$ cat src/rtl/multi_button_debounce.sv
// N-channel push-button conditioner: per-channel synchroniser, debounce FSM and
// hold-to-repeat timer, with a lowest-index priority encoder on the press strobes.
module multi_button_debounce #(
    parameter int             N               = 5,
    parameter int             DEBOUNCE_CYCLES = 40000,
    parameter int             REPEAT_DELAY    = 2500000,
    parameter int             REPEAT_PERIOD   = 500000,
    parameter logic [N-1:0]   REPEAT_EN       = {N{1'b0}}
) (
    input  logic                                clk5_i,
    input  logic                                reset_i,
    input  logic [N-1:0]                        raw_i,
    output logic [N-1:0]                        press_o,
    output logic [N-1:0]                        release_o,
    output logic [N-1:0]                        down_o,
    output logic                                key_valid_o,
    output logic [((N > 1) ? $clog2(N) : 1)-1:0] key_code_o
);

    localparam int KW   = (N > 1) ? $clog2(N) : 1;
    localparam int MAXV = (DEBOUNCE_CYCLES > REPEAT_DELAY)
                        ? ((DEBOUNCE_CYCLES > REPEAT_PERIOD) ? DEBOUNCE_CYCLES : REPEAT_PERIOD)
                        : ((REPEAT_DELAY > REPEAT_PERIOD) ? REPEAT_DELAY : REPEAT_PERIOD);
    localparam int CW   = $clog2(MAXV + 1);

    localparam logic [CW-1:0] DEB_LAST = CW'(DEBOUNCE_CYCLES - 1);
    localparam logic [CW-1:0] DLY_LAST = CW'(REPEAT_DELAY - 1);
    localparam logic [CW-1:0] PER_LAST = CW'(REPEAT_PERIOD - 1);
    localparam logic [CW-1:0] CNT_MAX  = {CW{1'b1}};
    localparam logic [CW-1:0] CNT_ONE  = CW'(1);

    localparam logic [1:0] IDLE     = 2'd0;
    localparam logic [1:0] PRESS_DB = 2'd1;
    localparam logic [1:0] HELD     = 2'd2;
    localparam logic [1:0] REL_DB   = 2'd3;

    logic [N-1:0]  sync1_q, sync2_q;
    logic [1:0]    state_q [N];
    logic [1:0]    state_d [N];
    logic [CW-1:0] cnt_q   [N];
    logic [CW-1:0] cnt_d   [N];
    logic [N-1:0]  rep_q, rep_d;
    logic [N-1:0]  press_q, press_d;
    logic [N-1:0]  release_q, release_d;
    logic [N-1:0]  down_q, down_d;
    logic          key_valid_q, key_valid_d;
    logic [KW-1:0] key_code_q, key_code_d;

    function automatic logic [KW-1:0] lowest_index(input logic [N-1:0] v);
        logic [KW-1:0] idx;
        idx = '0;
        for (int i = N - 1; i >= 0; i--) begin
            if (v[i]) idx = KW'(i);
        end
        return idx;
    endfunction

    always_comb begin
        press_d   = '0;
        release_d = '0;
        down_d    = '0;
        rep_d     = rep_q;
        for (int i = 0; i < N; i++) begin
            state_d[i] = state_q[i];
            cnt_d[i]   = cnt_q[i];
            case (state_q[i])
                IDLE: begin
                    cnt_d[i] = '0;
                    if (sync2_q[i]) begin
                        state_d[i] = PRESS_DB;
                        press_d[i] = 1'b1;
                    end
                end
                PRESS_DB: begin
                    if (cnt_q[i] == DEB_LAST) begin
                        state_d[i] = HELD;
                        cnt_d[i]   = '0;
                    end else begin
                        cnt_d[i] = cnt_q[i] + CNT_ONE;
                    end
                end
                HELD: begin
                    // Release wins over a repeat that would fire in the same cycle.
                    if (!sync2_q[i]) begin
                        state_d[i]   = REL_DB;
                        cnt_d[i]     = '0;
                        release_d[i] = 1'b1;
                        rep_d[i]     = 1'b0;
                    end else if (REPEAT_EN[i] &&
                                 (cnt_q[i] == (rep_q[i] ? PER_LAST : DLY_LAST))) begin
                        press_d[i] = 1'b1;
                        cnt_d[i]   = '0;
                        rep_d[i]   = 1'b1;
                    end else if (cnt_q[i] != CNT_MAX) begin
                        cnt_d[i] = cnt_q[i] + CNT_ONE;
                    end
                end
                REL_DB: begin
                    if (cnt_q[i] == DEB_LAST) begin
                        state_d[i] = IDLE;
                        cnt_d[i]   = '0;
                    end else begin
                        cnt_d[i] = cnt_q[i] + CNT_ONE;
                    end
                end
                default: begin
                    state_d[i] = IDLE;
                    cnt_d[i]   = '0;
                    rep_d[i]   = 1'b0;
                end
            endcase
            down_d[i] = (state_d[i] == PRESS_DB) || (state_d[i] == HELD);
        end
        key_valid_d = |press_d;
        key_code_d  = lowest_index(press_d);
    end

    always_ff @(posedge clk5_i) begin
        if (reset_i) begin
            sync1_q     <= '0;
            sync2_q     <= '0;
            rep_q       <= '0;
            press_q     <= '0;
            release_q   <= '0;
            down_q      <= '0;
            key_valid_q <= 1'b0;
            key_code_q  <= '0;
            for (int i = 0; i < N; i++) begin
                state_q[i] <= IDLE;
                cnt_q[i]   <= '0;
            end
        end else begin
            sync1_q     <= raw_i;
            sync2_q     <= sync1_q;
            rep_q       <= rep_d;
            press_q     <= press_d;
            release_q   <= release_d;
            down_q      <= down_d;
            key_valid_q <= key_valid_d;
            key_code_q  <= key_code_d;
            for (int i = 0; i < N; i++) begin
                state_q[i] <= state_d[i];
                cnt_q[i]   <= cnt_d[i];
            end
        end
    end

    assign press_o     = press_q;
    assign release_o   = release_q;
    assign down_o      = down_q;
    assign key_valid_o = key_valid_q;
    assign key_code_o  = key_code_q;

endmodule

$ cat config.mk
export PLATFORM = sky130hd
export DESIGN_NAME = multi_button_debounce
export DESIGN_NICKNAME = d
export VERILOG_FILES = /design/src/rtl/multi_button_debounce.sv
export SDC_FILE = /design/constraint.sdc
export NUM_CORES = 1
export LEC_CHECK = 0
export CORE_MARGIN = 3
export CORE_UTILIZATION = 60
export CTS_CLUSTER_DIAMETER = 50
export DETAILED_ROUTE_END_ITERATION = 7
export PLACE_DENSITY = 0.9
export SYNTH_ARGS = -nofsm -noshare
export SYNTH_HDL_FRONTEND = slang
export SYNTH_SLANG_ARGS = --single-unit
$ cat constraint.sdc
create_clock -name clk5_i -period 2.6 [get_ports clk5_i]
set_input_delay 0.39 -clock clk5_i [delete_from_list [all_inputs] [get_ports clk5_i]]
set_output_delay 0.39 -clock clk5_i [all_outputs]
set_load 0.01 [all_outputs]
==> results of run 1 <==
[metal layers]
layer / GRT usage / share of wire
met5: 0 / 0
met4: 0.111 / 0.031
met3: 0.0576 / 0.064
met2: 0.451 / 0.50
met1: 0.314 / 0.41
[per-stage QoR]
step	cells	power (W)
6_report	984	0.00513
5_1_grt	984	0.00526
4_1_cts	984	0.00514
3_5_place_dp	952	0.00249
3_3_place_gp	952	0.00249
2_1_floorplan	812	0.00244
[cells by family after synthesis]
group,share of synthesized area
flops,0.425
mux,0.00856
fa+ha+maj,0.00891
xor+xnor,0.0973
compound gates,0.127
simple gates,0.299
buf+inv,0.0349
[cell usage after synthesis, drive strengths merged (2+ instances only)]
library cell and count:
o311ai 5, nor2 104, xor2 38, ha 5, and4 13, nor4b 7, nor4 30, clkbuf 29
nand2 40, nand4b 2, a31oi 10, and4b 2, and2 4, o31ai 9, o21ai 24, xnor2 40
nor2b 11, o22ai 4, a311o 2, o2111ai 6, nor3b 4, nor3 31, and3 14, nand3 45
a21oi 36, nor4bb 2, a21o 3, o21a 6, a311oi 4, or4b 4, dfxtp 149, or4 7
a2111oi 3, or2 4, a211oi 11, nand2b 10, o211ai 5, nand4 31, inv 18, mux2i 6
buf 8, or3 17
[worst paths after layout]
path | end | slack (ns) | depth (start not counted)
max | cnt_q[0][67]$_SDFFE_PP0P_ | 0.19 | 5
min | state_q[0][1]$_SDFF_PP0_ | 0.32 | 2
max reg2reg | cnt_q[0][67]$_SDFFE_PP0P_ | 0.19 | 5
min reg2reg | sync2_q[4]$_SDFF_PP0_ | 0.44 | 1
[flip-flops by register name, summed over array words and instances, names as in the netlist]
register	flops
down_o	5
press_o	5
state_q	10
key_code_o	3
key_valid_o	1
cnt_q	110
release_o	5
sync1_q	5
sync2_q	5
[area by class of cell]
class,count,area (µm²),share of cell area
Multi-Input combinational cell,608,3790,0.474
Sequential cell,149,2980,0.373
Clock buffer,23,478,0.0597
Timing Repair Buffer,37,335,0.0419
Tap cell,140,175,0.0219
Clock inverter,9,173,0.0216
Inverter,18,67.6,0.00844
[placed cells by master, fill, tap and decap left out, drive strengths merged, types with 11 or more instances in the layout]
master	count
a211oi	11
buf	13
or3	17
nand2	40
and3	14
nand3	45
nor4	30
dfxtp	149
o21ai	24
a21oi	36
clkdlybuf4s50	24
nor2b	11
nand4	31
clkbuf	23
and4	13
xor2	38
inv	18
xnor2	40
nor2	104
nor3	31
[power by group through the flow]
| stage | logic, W | clock network [W] | registers (W) |
|---|---|---|---|
| after floorplan | 0.0000667 | 0 | 0.00238 |
| after global placement | 0.000108 | 0 | 0.00238 |
| after detailed placement | 0.000112 | 0 | 0.00238 |
| after CTS | 0.000114 | 0.00270 | 0.00233 |
| after global routing | 0.000126 | 0.00281 | 0.00233 |
| final | 0.000115 | 0.00269 | 0.00233 |
==> impl_metrics.prom, run 1 <==
# TYPE chip_impl_metric gauge
chip_impl_metric{name="setup_tns",unit="ns"} 0
chip_impl_metric{name="drt_pass1_iterations",unit=""} 6
chip_impl_metric{name="synthDistinctLibCells",unit=""} 62
chip_impl_info{name="setup.worst_path.end_class",value="flop"} 1
chip_impl_info{name="setup.worst_path.start_class",value="flop"} 1
chip_impl_metric{name="cellPowerDensity",unit="mW/mm²"} 641
chip_impl_info{name="root_buffer",value="sky130_fd_sc_hd__clkbuf_16"} 1
chip_impl_metric{name="cts_buffer_depth",unit=""} 2
chip_impl_metric{name="drtIter0Drc",unit=""} 732
chip_impl_metric{name="detailedPlace.worstSlack",unit="ns"} 0.255
chip_impl_metric{name="cts_hold_buffers",unit=""} 0
chip_impl_metric{name="postSynth.asyncResetShare",unit=""} 0
chip_impl_metric{name="grt_remaining_overflow",unit=""} 0
chip_impl_metric{name="cts-resized-gates",unit=""} 0
chip_impl_metric{name="worst-endpoint-arrival",unit="ns"} 2.70
chip_impl_metric{name="diodes",unit=""} 0
chip_impl_metric{name="detailroute.via_count",unit=""} 6348
chip_impl_metric{name="post_route_cells_drive_above_1_share",unit=""} 0.0711
chip_impl_metric{name="finalWorstPathRequiredPeriod",unit="ns"} 2.41
chip_impl_info{name="timing.critical_path.from",value="cnt_q[0][74]$_SDFFE_PP0P_"} 1
chip_impl_metric{name="ios",unit=""} 26
chip_impl_metric{name="io_buffer_count",unit=""} 25
chip_impl_metric{name="detail_route.wirelength",unit="µm"} 16500
chip_impl_info{name="path_cells",value="or4b_1, or4_4, o31ai_1, a21o_2, o21ai_0"} 1
chip_impl_metric{name="final_design_area_no_fill",unit="mm²"} 0.00800
chip_impl_metric{name="period_share",unit=""} 0.928
chip_impl_metric{name="cellLeakagePower",unit="nW"} 2.47
chip_impl_metric{name="post-dp-hpwl",unit="µm"} 10700
chip_impl_info{name="critical_path_class",value="reg -> reg"} 1
chip_impl_metric{name="cts.reportedPaths.clkPinSlew",unit="ns"} 0.06
chip_impl_metric{name="worst_pin_slew",unit="ns"} 0.862
chip_impl_info{name="timing.critical_path.max_delay_family",value="simple AND/OR/NAND/NOR gates"} 1
chip_impl_metric{name="max_freq",unit="GHz"} 0.414
chip_impl_metric{name="power.combinational.fraction",unit=""} 0.022
chip_impl_metric{name="start_util",unit=""} 0.631
chip_impl_info{name="synth.top_cells.by_area",value="sky130_fd_sc_hd__dfxtp_1 42%, sky130_fd_sc_hd__nor2_1 5.6%, sky130_fd_sc_hd__xnor2_1 5.0%"} 1
chip_impl_metric{name="worst_slew_margin_rel",unit=""} 0.420
chip_impl_info{name="synthFlopType",value="sky130_fd_sc_hd__dfxtp_1"} 1
chip_impl_info{name="critical_path.reg2reg.startpoint",value="cnt_q[0][74]$_SDFFE_PP0P_"} 1
chip_impl_info{name="run_status",value="finished, final reports clean"} 1
chip_impl_metric{name="synth-edff-count",unit=""} 0
chip_impl_metric{name="power.clock.fraction",unit=""} 0.523
chip_impl_metric{name="synth_cells",unit=""} 812
chip_impl_metric{name="timing.final.max_slew_violations",unit=""} 0
chip_impl_metric{name="layout.nets",unit=""} 843
chip_impl_metric{name="setup_ws",unit="ns"} 0.187
chip_impl_metric{name="syn-cell-area",unit="mm²"} 0.00702
chip_impl_metric{name="grt_start_max_net_pins",unit=""} 23
chip_impl_metric{name="gp_routability_congestion",unit=""} 0.953
chip_impl_info{name="min-delay-path-class",value="in -> reg"} 1
chip_impl_metric{name="die-width",unit="µm"} 114
chip_impl_metric{name="detail_route.wl_per_cell",unit="µm"} 16.8
chip_impl_metric{name="dieArea",unit="mm²"} 0.0130
chip_impl_metric{name="fillCellCount",unit=""} 790
chip_impl_metric{name="finalHoldWorstSlack",unit="ns"} 0.321
chip_impl_metric{name="maxCapViolations",unit=""} 0
chip_impl_metric{name="worst-path-max-fanout",unit=""} 22
chip_impl_metric{name="pwr-share-seq",unit=""} 0.454
chip_impl_metric{name="ir_worst_vdd",unit="mV"} 0.841
chip_impl_metric{name="timing_hold_violations_final",unit=""} 0
chip_impl_metric{name="fp-row-count",unit=""} 38
chip_impl_metric{name="syn_area_per_cell",unit="µm²"} 8.64
chip_impl_metric{name="worst_skew_pair_latency",unit="ns"} 0.42
chip_impl_metric{name="clock_tree_sinks",unit=""} 149
chip_impl_info{name="holdCritStartpoint",value="reset_i"} 1
chip_impl_metric{name="synthToLayoutAreaGrowth",unit="%"} 14.0
chip_impl_metric{name="drt-vias-per-instance",unit=""} 6.45
chip_impl_metric{name="floorplan.core_area",unit="mm²"} 0.0111
chip_impl_info{name="synth.largest_area_cell",value="sky130_fd_sc_hd__dfxtp_1"} 1
chip_impl_info{name="rsz0062_at_grt",value="no"} 1
chip_impl_metric{name="grt_pass1_wl",unit="µm"} 28300
chip_impl_metric{name="global_route_usage_over_all_layers",unit=""} 0.262
chip_impl_metric{name="setup_viol",unit=""} 0
chip_impl_metric{name="critical-path-max-stage-delay",unit="ns"} 0.52
chip_impl_metric{name="route.detailed.drc",unit=""} 0
chip_impl_metric{name="grt_pass1_vias",unit=""} 6110
chip_impl_metric{name="power_report.internal_total",unit="W"} 0.00413
chip_impl_metric{name="floorplan.die.height",unit="µm"} 114
chip_impl_metric{name="flip_flop_and_latch_count_after_synthesis",unit=""} 149
chip_impl_metric{name="synth.yosys.warnings",unit=""} 0
chip_impl_metric{name="netSwitchingFraction",unit=""} 0.194
chip_impl_metric{name="number_of_antenna_violations_at_the_first_check_in_global_routing",unit=""} 0
chip_impl_info{name="crit_path_top_delay_cell",value="sky130_fd_sc_hd__or4b_1"} 1
chip_impl_metric{name="synth_top_area_frac",unit=""} 0.425
chip_impl_metric{name="timing.critical_path.required",unit="ns"} 2.89
chip_impl_metric{name="finish.utilization",unit=""} 0.719
chip_impl_metric{name="numCtsBuffers",unit=""} 17
chip_impl_metric{name="seq_area_frac_synth",unit=""} 0.425
chip_impl_metric{name="placedInstanceArea",unit="mm²"} 0.00735
chip_impl_info{name="cts_tree",value="yes"} 1
chip_impl_metric{name="postCtsSetupRepairBufs",unit=""} 0
chip_impl_metric{name="fin_clk_skew",unit="ns"} 0.00859
chip_impl_metric{name="syn-num-nets",unit=""} 824
chip_impl_metric{name="ctsHtreeMaxLevel",unit=""} 4
chip_impl_metric{name="ant_nets",unit=""} 0
chip_impl_metric{name="cp.buffers_inverters",unit=""} 0
chip_impl_metric{name="power_switching",unit="W"} 0.000995
Power figures use the tool's default switching activity.
==> run 2: changes to the inputs <==
Settings changed: CAP_MARGIN from default to 10, CTS_CLUSTER_DIAMETER 50 to 120, REMOVE_ABC_BUFFERS from default to 1.
==> run 2 against run 1 <==
  * Sequential power is essentially flat
  * Clock-buffer cell count is 2 lower
  * Utilization shrank 0.73 points
  * Largest cell class unchanged
  * Non-clock buffer count fell by 1
  * Critical endpoint unchanged
  * Clock skew decreased by 0.00072 ns
  * Die area unchanged
  * Combinational power about the same
  * Design area shrank 1.0%
==> impl_metrics.prom, run 2 (synthesized netlist as in run 1, its figures left out) <==
# TYPE chip_impl_metric gauge
chip_impl_metric{name="drt_pass1_iterations",unit=""} 5
chip_impl_metric{name="gr-usage-met1",unit=""} 0.311
chip_impl_metric{name="detailedPlace.worstSlack",unit="ns"} 0.233
chip_impl_metric{name="largest_register_ffs",unit=""} 110
chip_impl_info{name="setup.worst_path.end_class",value="flop"} 1
chip_impl_info{name="cts_tree",value="yes"} 1
chip_impl_metric{name="grt_start_max_net_pins",unit=""} 29
chip_impl_metric{name="clock_tree_sinks",unit=""} 149
chip_impl_info{name="min_to",value="sync1_q[2]$_SDFF_PP0_"} 1
chip_impl_info{name="layout_commonest_cell",value="sky130_fd_sc_hd__dfxtp_1"} 1
chip_impl_info{name="path_cells",value="or4b_1, or4_4, o31ai_1, a21o_2, o21ai_0"} 1
chip_impl_metric{name="timing.critical_path.required",unit="ns"} 2.88
chip_impl_info{name="root_buffer",value="sky130_fd_sc_hd__clkbuf_16"} 1
chip_impl_metric{name="finalWorstPathRequiredPeriod",unit="ns"} 2.39
chip_impl_metric{name="grt_use_met2",unit=""} 0.418
chip_impl_metric{name="ios",unit=""} 26
chip_impl_info{name="critical_path.reg2reg.startpoint",value="cnt_q[0][74]$_SDFFE_PP0P_"} 1
chip_impl_metric{name="setup.reg_to_reg.worst_slack",unit="ns"} 0.21
chip_impl_metric{name="cts_hold_buffers",unit=""} 0
chip_impl_metric{name="cts-resized-gates",unit=""} 0
chip_impl_info{name="rsz0062_at_grt",value="no"} 1
chip_impl_metric{name="worst_slew_margin_rel",unit=""} 0.462
chip_impl_metric{name="period_share",unit=""} 0.918
chip_impl_metric{name="die-width",unit="µm"} 114
chip_impl_metric{name="floorplan.core_area",unit="mm²"} 0.0111
chip_impl_metric{name="drt-vias-per-instance",unit=""} 6.28
chip_impl_metric{name="ant_nets",unit=""} 0
chip_impl_info{name="holdCritStartpoint",value="reset_i"} 1
chip_impl_metric{name="route.detailed.drc",unit=""} 0
chip_impl_metric{name="multi_input_comb_area",unit="mm²"} 0.00379
chip_impl_info{name="run_status",value="finished, final reports clean"} 1
chip_impl_info{name="min-delay-path-class",value="in -> reg"} 1
chip_impl_metric{name="numCtsBuffers",unit=""} 17
chip_impl_metric{name="post-dp-hpwl",unit="µm"} 10900
chip_impl_metric{name="maxCapViolations",unit=""} 0
chip_impl_metric{name="synthToLayoutAreaGrowth",unit="%"} 12.9
chip_impl_metric{name="seqCellArea",unit="mm²"} 0.00298
chip_impl_metric{name="grt.met3_usage",unit=""} 0.0576
chip_impl_metric{name="global_route_usage_over_all_layers",unit=""} 0.252
chip_impl_metric{name="cts.reportedPaths.clkPinSlew",unit="ns"} 0.06
chip_impl_metric{name="ir_worst_vdd",unit="mV"} 0.850
chip_impl_metric{name="grt_remaining_overflow",unit=""} 0
chip_impl_metric{name="grt_pass1_wl",unit="µm"} 27000
chip_impl_metric{name="detailroute.via_count",unit=""} 6176
chip_impl_metric{name="timing.hold.worst_path_depth",unit=""} 2
chip_impl_metric{name="cellLeakagePower",unit="nW"} 2.42
chip_impl_info{name="critical_path_class",value="reg -> reg"} 1
chip_impl_metric{name="worst-endpoint-arrival",unit="ns"} 2.67
chip_impl_metric{name="cts_buffer_depth",unit=""} 2
chip_impl_metric{name="ctsHtreeMaxLevel",unit=""} 4
chip_impl_metric{name="postCtsSetupRepairBufs",unit=""} 0
chip_impl_metric{name="start_util",unit=""} 0.631
chip_impl_metric{name="worst-path-max-fanout",unit=""} 22
chip_impl_info{name="timing.critical_path.max_delay_family",value="simple AND/OR/NAND/NOR gates"} 1
chip_impl_info{name="mostFrequentLayoutCells",value="149 x sky130_fd_sc_hd__dfxtp_1, 104 x sky130_fd_sc_hd__nor2_1, 45 x sky130_fd_sc_hd__nand3_1"} 1
chip_impl_metric{name="diodes",unit=""} 0
chip_impl_metric{name="dieArea",unit="mm²"} 0.0130
chip_impl_info{name="crit-reg2reg-capture",value="cnt_q[0][67]$_SDFFE_PP0P_"} 1
chip_impl_metric{name="timing.final.max_slew_violations",unit=""} 0
chip_impl_metric{name="cellPowerDensity",unit="mW/mm²"} 610
chip_impl_info{name="setup.worst_path.start_class",value="flop"} 1
chip_impl_metric{name="total_power",unit="W"} 0.00483
chip_impl_metric{name="grt_pass1_vias",unit=""} 5787
chip_impl_metric{name="setup_ws",unit="ns"} 0.212
chip_impl_metric{name="fp-row-count",unit=""} 38
chip_impl_metric{name="setup_viol",unit=""} 0
chip_impl_metric{name="worst_pin_slew",unit="ns"} 0.801
chip_impl_metric{name="timing_hold_violations_final",unit=""} 0
chip_impl_metric{name="number_of_antenna_violations_at_the_first_check_in_global_routing",unit=""} 0
chip_impl_metric{name="fin_clk_skew",unit="ns"} 0.00787
chip_impl_metric{name="detail_route.wirelength",unit="µm"} 15900
chip_impl_info{name="registers.top_by_ff_count",value="cnt_q"} 1
chip_impl_metric{name="post_route_cells_drive_above_1_share",unit=""} 0.0700
chip_impl_metric{name="gp_routability_congestion",unit=""} 0.937
chip_impl_metric{name="setup_tns",unit="ns"} 0
chip_impl_metric{name="critical-path-max-stage-delay",unit="ns"} 0.54
chip_impl_metric{name="floorplan.die.height",unit="µm"} 114
chip_impl_metric{name="worst_skew_pair_latency",unit="ns"} 0.42
chip_impl_metric{name="cp.buffers_inverters",unit=""} 0
chip_impl_metric{name="max_freq",unit="GHz"} 0.419
chip_impl_metric{name="fillCellCount",unit=""} 845
chip_impl_metric{name="reg2regPathDepth",unit=""} 5
chip_impl_metric{name="io_buffer_count",unit=""} 25
chip_impl_info{name="global_route.peak_usage_layer",value="met2"} 1
chip_impl_metric{name="layout.nets",unit=""} 842
chip_impl_metric{name="drtIter0Drc",unit=""} 458
chip_impl_info{name="biggestRegsByFlops",value="cnt_q: 110 flops, state_q: 10 flops"} 1
chip_impl_metric{name="detail_route.wl_per_cell",unit="µm"} 16.2
chip_impl_info{name="crit_path_top_delay_cell",value="sky130_fd_sc_hd__or4b_1"} 1
==> run 2: changes by cell type in the layout (fill, tap and decap cells not counted) <==
cell	before	now
sky130_fd_sc_hd__clkbuf_8	3	1
sky130_fd_sc_hd__clkinv_4	0	1
sky130_fd_sc_hd__buf_4	12	11
sky130_fd_sc_hd__bufinv_16	5	2
sky130_fd_sc_hd__clkinv_2	3	2
sky130_fd_sc_hd__clkinvlp_4	1	4
sky130_fd_sc_hd__inv_6	0	2
==> run 2: area by class of cell <==
class / instances / share of cell area
Clock inverter: 11 / 0.0160
Clock buffer: 21 / 0.0569
Sequential cell: 149 / 0.377
Tap cell: 140 / 0.0221
Inverter: 18 / 0.00853
Multi-Input combinational cell: 608 / 0.479
Timing Repair Buffer: 36 / 0.0414
==> run 2: per-stage QoR <==
step                utilization  instances  hold WS, ns  area (µm²)
floorplan                     -        775        0.414        6840
global placement          0.660        951        0.417        7340
detailed placement        0.660        951        0.422        7340
CTS                       0.712        983        0.426        7920
global route              0.712        983        0.462        7920
finish                    0.712        983        0.434        7920
==> run 2: routing by layer <==
| metal | up-vias | wire length [µm] |
|---|---|---|
| met4 | 0 | 559 |
| met1 | 2903 | 6780 |
| met5 | - | 0 |
| li1 | 3015 | - |
| met3 | 46 | 784 |
| met2 | 212 | 7790 |
==> run 2: how the worst max path moves through the flow <==
stage | start | endpoint | cells past startpoint
global placement | cnt_q[0][74]$_SDFFE_PP0P_ | cnt_q[0][67]$_SDFFE_PP0P_ | 5
CTS | cnt_q[0][74]$_SDFFE_PP0P_ | cnt_q[0][67]$_SDFFE_PP0P_ | 5
floorplan | cnt_q[0][27]$_SDFFE_PP0P_ | cnt_q[0][37]$_SDFFE_PP0P_ | 5
detailed placement | cnt_q[0][74]$_SDFFE_PP0P_ | cnt_q[0][67]$_SDFFE_PP0P_ | 5
global route | cnt_q[0][74]$_SDFFE_PP0P_ | cnt_q[0][67]$_SDFFE_PP0P_ | 5
finish | cnt_q[0][74]$_SDFFE_PP0P_ | cnt_q[0][67]$_SDFFE_PP0P_ | 5
==> run 2: where the power goes <==
part	total (W)	switching, W	internal, W	leakage, nW
registers	0.00233	0.0000215	0.00231	1.20
logic	0.000114	0.0000618	0.0000527	0.946
clock network	0.00239	0.000949	0.00144	0.270
==> run 3: changes to the inputs <==
Settings changed: CAP_MARGIN 10 to 0.
==> results of run 3 <==
The final DEF is identical to that of run 2; final timing and power are the same.
